==> config.mk <==
export PLATFORM = sky130hd
export DESIGN_NAME = call_ret_ctrl
export DESIGN_NICKNAME = d
export VERILOG_FILES = /design/src/rtl/call_ret_ctrl.sv
export SDC_FILE = /design/constraint.sdc
export NUM_CORES = 1
export LEC_CHECK = 0
export ABC_AREA = 1
export CORE_ASPECT_RATIO = 0.9
export CORE_MARGIN = 5
export CORE_UTILIZATION = 38
export CTS_BUF_LIST = sky130_fd_sc_hd__clkbuf_16
export DETAILED_ROUTE_END_ITERATION = 10
export PLACE_DENSITY = 0.81
export SYNTH_ARGS = -nofsm -noshare
export SYNTH_HDL_FRONTEND = slang
export SYNTH_SLANG_ARGS = --single-unit
==> constraint.sdc <==
create_clock -name clk -period 1.45 [get_ports clk]
set_input_delay 0.145 -clock clk [delete_from_list [all_inputs] [get_ports clk]]
set_output_delay 0.145 -clock clk [all_outputs]
set_load 0.1 [all_outputs]
==> src/rtl/call_ret_ctrl.sv <==
// Call/return sequencer between the CPU control unit and the return-address stack.
// Optional depth counter: define CALLRET_DEPTH_CNT_EN.
module call_ret_ctrl #(
  parameter int ADDR_W = 8,
  parameter int DEPTH  = 8,
  parameter int CNT_W  = 4
) (
  input  logic              clk,
  input  logic              rstn,
  input  logic              call_req,
  input  logic              ret_req,
  input  logic [ADDR_W-1:0] ret_addr_in,
  output logic              busy,
  output logic              done,
  output logic [ADDR_W-1:0] target_out,
  output logic              target_valid,
  output logic              fault,
  output logic [1:0]        fault_code,
  input  logic              fault_clr,
  output logic [CNT_W-1:0]  depth,
  output logic              stk_push,
  output logic              stk_pop,
  output logic [ADDR_W-1:0] stk_din,
  input  logic [ADDR_W-1:0] stk_dout,
  input  logic              stk_empty,
  input  logic              stk_full
);

  typedef enum logic [2:0] {
    IDLE  = 3'd0,
    PUSH  = 3'd1,
    POP   = 3'd2,
    WAIT  = 3'd3,
    DONE  = 3'd4,
    FAULT = 3'd5
  } state_t;

  state_t            state_q, state_d;
  logic [ADDR_W-1:0] addr_q, addr_d;
  logic [ADDR_W-1:0] tgt_q;
  logic [1:0]        code_q, code_d;
  logic              ret_q;
  logic              ovf, unf;

  if (2 ** CNT_W <= DEPTH) begin : g_cnt_w_check
    $error("CNT_W too narrow to count DEPTH entries");
  end

`ifdef CALLRET_DEPTH_CNT_EN
  logic [CNT_W-1:0] cnt_q;

  always_ff @(posedge clk) begin
    if (!rstn) begin
      cnt_q <= '0;
    end else if (state_q == PUSH) begin
      cnt_q <= cnt_q + 1'b1;
    end else if (state_q == POP) begin
      cnt_q <= cnt_q - 1'b1;
    end
  end

  assign depth = cnt_q;
  assign ovf   = stk_full || (cnt_q == CNT_W'(DEPTH));
  assign unf   = stk_empty || (cnt_q == '0);
`else
  assign depth = '0;
  assign ovf   = stk_full;
  assign unf   = stk_empty;
`endif

  always_ff @(posedge clk) begin
    if (!rstn) begin
      state_q <= IDLE;
      addr_q  <= '0;
      tgt_q   <= '0;
      code_q  <= '0;
      ret_q   <= 1'b0;
    end else begin
      state_q <= state_d;
      addr_q  <= addr_d;
      code_q  <= code_d;
      if (state_q == WAIT) tgt_q <= stk_dout;
      // remembers which operation DONE is completing
      if (state_q == POP) ret_q <= 1'b1;
      else if (state_q == PUSH) ret_q <= 1'b0;
    end
  end

  always_comb begin
    state_d = state_q;
    addr_d  = addr_q;
    code_d  = code_q;
    unique case (state_q)
      IDLE: begin
        if (call_req && ret_req) begin
          state_d = FAULT;
          code_d  = 2'b11;
        end else if (call_req) begin
          if (ovf) begin
            state_d = FAULT;
            code_d  = 2'b01;
          end else begin
            state_d = PUSH;
            addr_d  = ret_addr_in;
          end
        end else if (ret_req) begin
          if (unf) begin
            state_d = FAULT;
            code_d  = 2'b10;
          end else begin
            state_d = POP;
          end
        end
      end
      PUSH: state_d = DONE;
      POP:  state_d = WAIT;
      WAIT: state_d = DONE;
      DONE: state_d = IDLE;
      FAULT: begin
        if (fault_clr) begin
          state_d = IDLE;
          code_d  = 2'b00;
        end
      end
      default: state_d = IDLE;
    endcase
  end

  assign stk_push     = (state_q == PUSH);
  assign stk_pop      = (state_q == POP);
  assign stk_din      = addr_q;
  assign busy         = (state_q == PUSH) || (state_q == POP) ||
                        (state_q == WAIT) || (state_q == DONE);
  assign done         = (state_q == DONE);
  assign target_valid = (state_q == DONE) && ret_q;
  assign fault        = (state_q == FAULT);
  assign fault_code   = code_q;
  assign target_out   = tgt_q;

endmodule

# Word-level counts from Yosys, hierarchy flattened
# Cells that the tools add are included.
# W data, S select, Z words.
dict set report word_totals {
  elab_cells 44
  register_bits 22
  out_inout_bits 28
}
dict set report op_classes {
  n_bitwise 2
  reduce_logical 12
  mux 16
  eq_ne 9
}
# op n
set op_table {}
lappend op_table {{$mux W3} 6}
lappend op_table {{$mux W2} 6}
lappend op_table {{$ne A4 B4 Y1 const B} 3}
lappend op_table {{$pmux W3 S4} 1}
lappend op_table {{$eq A3 B2 Y1 const B} 2}
lappend op_table {{$eq A3 B3 Y1 const B} 2}
lappend op_table {{$reduce_and A5 Y1} 1}
lappend op_table {{$pmux W2 S2} 1}
lappend op_table {{$reduce_and A4 Y1} 1}
lappend op_table {{$reduce_bool A2 Y1} 2}
lappend op_table {{$eq A3 B1 Y1 const B} 1}
lappend op_table {{$logic_not A3 Y1} 1}
lappend op_table {{$logic_or A1 B1 Y1} 3}
lappend op_table {{$logic_and A1 B1 Y1} 2}
lappend op_table {{$mux W1} 2}
lappend op_table {{$ne A2 B1 Y1 const B} 1}
lappend op_table {{$not A1 Y1} 2}
lappend op_table {{$reduce_and A2 Y1} 1}
lappend op_table {{$reduce_or A2 Y1} 1}

# Depth between registers and ports, before layout
dict set report depth {
  depth_word 5
  mapped_depth 9
  ltp_nobuf 9
}

# Worst setup path after synthesis
# OpenSTA, ideal clock, no wires.
dict set report synth_timing {
  path_type {flip-flop to output port}
  startpoint {reg state_q[1]}
  endpoint {out target_valid}
  slack_ps -1931
  stages_incl_launch_ff 6
  required_ps 1305
  arrival_time_ps 3236
  path_buffers 0
  path_cell_list {dfxtp_1 -> inv_2 -> nand2_1 -> nor2_1 -> inv_1 -> nor2_1}
}
dict set report synth_via {
  elab_chain_cells 2
}
# item line_no
set synth_rtl {}
lappend synth_rtl {{start: declaration} 38} ;# state_t state_q, state_d;
lappend synth_rtl {{start signal: assignment} 79} ;# state_q <= state_d;
lappend synth_rtl {{$eq A3 B3 Y1} -}
lappend synth_rtl {{via done} 14} ;# output logic done,
lappend synth_rtl {{$logic_and A1 B1 Y1} 135} ;# assign target_valid = (state_q == DONE) && ret_q;
lappend synth_rtl {{end: declaration} 16} ;# output logic target_valid,
# The timed path passes the listed nets, and every way through them passes these cells.

# Worst setup path in the final report
dict set report layout_timing {
  startpoint {reg state_q[1]}
  endpoint {out target_valid}
}
dict set report layout_via {
  elab_chain_cells 2
}
# item line_no
set layout_rtl {}
lappend layout_rtl {{$eq A3 B3 Y1} 135}
lappend layout_rtl {{$logic_and A1 B1 Y1} 135}
# Every way passes these cells.

==> reports/qor.yml <==
initial_core_util_pct: 39.7
synth-compound-area-share_pct: 13.0
clk_transition_reported_paths_ns: 0.06
ctsLongestPathBuffers: 2
adder_and_majority_gate_portion_of_the_synthesized_area_pct: 0
critPathLaunchType: "flop"
power.ir.vdd_worst_v: 0.00132
yosysWarningCount: 0
insertion_delay_ns: 0.25
timing.critical_path.to: "target_valid"
dp_worst_setup_slack_ns: -0.0505
synth_top_area_share_pct: 45.4
synthMuxAreaShare_pct: 0
synth_xor_area_share_pct: 0
critPathTopFamily: "flip-flops"
post_synth_num_cell_types: 19
timing.critical_path.fanout_max: 5
critPathKind: "reg -> out"
yosys-top-cells-count: "sky130_fd_sc_hd__nor2_1 (42), sky130_fd_sc_hd__dfxtp_1 (22), sky130_fd_sc_hd__o21ai_0 (19), sky130_fd_sc_hd__nand2_1 (13), sky130_fd_sc_hd__inv_1 (9)"
finClkSkew_ns: 0.00190
path_cells: "inv_2 -> nand2_2 -> nor2_4 -> inv_2 -> nor2_4 -> buf_12"
instances_no_fill: 214
die_height_um: 58.0
post-route-drc-count: 0
max_clock_freq_mhz: 724
timing.hold.worst.class: "in -> reg"
area_leader_netlist: "sky130_fd_sc_hd__dfxtp_1"
endpoint_kind: "output pin"
total_leakage_power_nw: 0.772
min_period_over_period_pct: 95.2
power-per-cell-area_nw_per_um2: 1840
timing.final.ws_setup_ns: 0.0697
cts_tree: "yes"
critical_path_buf_inv_count: 3
cts_htree_levels: 1
synthesis.instances: 135
timing.rr.start: "state_q[1]"
fin_util_pct: 74.4
portBuffers: 46
synth_seq_area_share_pct: 45.4
worst_path_max_delay_cell: "sky130_fd_sc_hd__dfxtp_2"
setup-violations-final: 0
initialDrtViolationCount: 40
overall_die_area_um2: 3670
number_of_global_route_vias_before_repair: 1057
synthSimpleGateAreaFrac_pct: 31.2
gp_congestion: 0.764
routed-via-count: 1052
grt_max_degree: 13
routed_wirelength_normalized_by_instance_count_um: 13.5
max-cap-violations: 0
cp_peak_stage_delay_ns: 0.35
postSynthAreaPerCell_um2: 7.19
clock-sinks: 22
worst_hold_slack_ns: 0.480
total_stage_count_of_the_critical_path: 6
total_congestion_overflow_after_global_routing: 0
dpl.cell_count: 209
ys_async_sr_fraction_pct: 0
synth_enable_flop_cells: 0
grt_first_pass_wirelength_mm: 4.84
most_numerous_cell_in_the_yosys_netlist: "sky130_fd_sc_hd__nor2_1"
drive_above_1_share_pct: 30.1
synth_top_family_by_area: "simple AND/OR/NAND/NOR gates"
detailedPlacementHpwl_mm: 2.36
globalRouteTotalUtil_pct: 16.6
finalMaxSlewViolations: 0
hold_violations: 0
placementRows: 17
synthToLayoutAreaGrowth_pct: 87.5
outcome: "finished, final reports clean"
synth.ff_latch_count: 22
antenna_violations_before_repair: 0
postSynth.topFlopCell: "sky130_fd_sc_hd__dfxtp_1"
setup.worst_path.start: "state_q[1]"
ff2ff_setup_slack_ns: 0.24
worstPathArrival_ns: 1.24
post-route-min-period_ns: 1.38
cts_made_buffers: 3
cts_root_buf: "sky130_fd_sc_hd__clkbuf_16"
met2_usage_pct: 29.0
core-area_um2: 2450
grt_most_used_layer: "met2"
avgViaCountPerCell: 4.92
floorplan.die.width_um: 63.3
syn-cell-area_um2: 971
crit_required_ns: 1.31
groute.layer.met3.usage_pct: 5.62
finalNetCount: 210
drtAntennaViolNets: 0
insertedDiodeCount: 0
hold_buffers: 0
critical_path.reg2reg.endpoint: "fault_code[0]"
rr_worst_depth: 8
finalWirelength_mm: 2.89
firstDrtPassIters: 4
grtUsageMet1_pct: 17.4
io-pin-count: 51
top_cells_by_area_in_the_synthesized_netlist: "sky130_fd_sc_hd__dfxtp_1 (45%), sky130_fd_sc_hd__nor2_1 (16%), sky130_fd_sc_hd__o21ai_0 (9.8%), sky130_fd_sc_hd__nand2_1 (5.0%), sky130_fd_sc_hd__inv_1 (3.5%)"
-- power breakdown --
group	internal, mW	switching [mW]
clock	0.367	0.204
sequential	0.708	0.111
combinational	0.652	1.31
-- worst register-to-register path, cell delays in order (launching register included) --
cell and delay, ns:
sky130_fd_sc_hd__dfxtp_2 0.35, sky130_fd_sc_hd__inv_2 0.10, sky130_fd_sc_hd__nand2_2 0.08, sky130_fd_sc_hd__nor2_2 0.13, sky130_fd_sc_hd__nand2_1 0.10, sky130_fd_sc_hd__nand2_1 0.09, sky130_fd_sc_hd__nand2_2 0.08, sky130_fd_sc_hd__nor2_1 0.11
sky130_fd_sc_hd__nor2_1 0.06
-- registers in the layout, indices dropped and copies added (netlist names) --
signal      cells
stk_din         8
target_out      8
ret_q           1
fault_code      2
state_q         3
-- worst min path at each step --
stage	depth (start not counted)	endpoint	slack [ns]	start
floorplan	2	stk_din[0]	0.28	ret_addr_in[0]
global placement	2	ret_q	0.47	ret_q
detailed placement	2	ret_q	0.49	ret_q
CTS	3	stk_din[6]	0.48	ret_addr_in[6]
global route	3	stk_din[4]	0.48	ret_addr_in[4]
finish	3	stk_din[4]	0.48	ret_addr_in[4]
-- area by class of cell --
cell class,instances,area (µm²)
well taps,28,35.0
clock inverters,1,3.75
inverters,14,56.3
flip-flops and latches,22,443
repair buffers,50,731
multi-input cells,96,477
clock buffers,3,75.1
fillers,180,626
-- logic make-up after synthesis --
group / after synthesis
AND/OR/NAND/NOR: 68
AO/OA/AOI/OAI: 24
flip-flops: 22
buffers and inverters: 20
other: 1
-- through the flow --
step / power [mW] / setup TNS, ns / instance area, µm²
after floorplan: 2.07 / -0.638 / 1010
after global placement: 2.71 / 0 / 1730
after detailed placement: 2.76 / -0.120 / 1730
after CTS: 3.34 / 0 / 1800
after global routing: 3.51 / -0.00922 / 1820
final: 3.36 / 0 / 1820
-- layer usage --
layer | share of wire (%) | routed length, µm
met1 | 38 | 1100
met2 | 50 | 1450
met3 | 8.5 | 245
met4 | 3.3 | 96
met5 | 0 | 0
-- what timing repair did --
item | 4_1_cts | 5_1_grt
resized for setup | 0 | 4
buffers inserted | 0 | 1
setup endpoints to repair | 0 | 4
-- cells in the final DEF (no fill, tap or decap), types with 2 or more instances in the layout --
master,netlist,routed
sky130_fd_sc_hd__nor2_1,42,38
sky130_fd_sc_hd__nor2_2,3,4
sky130_fd_sc_hd__clkbuf_16,0,3
sky130_fd_sc_hd__inv_1,9,6
sky130_fd_sc_hd__dfxtp_1,22,20
sky130_fd_sc_hd__nand2_2,2,3
sky130_fd_sc_hd__a31oi_1,3,3
sky130_fd_sc_hd__buf_4,4,4
sky130_fd_sc_hd__nand3_1,3,2
sky130_fd_sc_hd__nand3_2,2,3
sky130_fd_sc_hd__buf_12,0,24
sky130_fd_sc_hd__nor2_4,2,5
sky130_fd_sc_hd__inv_2,5,7
sky130_fd_sc_hd__dfxtp_2,0,2
sky130_fd_sc_hd__o21ai_0,19,19
sky130_fd_sc_hd__nand2_1,13,12
sky130_fd_sc_hd__conb_1,1,4
sky130_fd_sc_hd__clkdlybuf4s50_1,0,22
(Power assumes the default switching activity.)
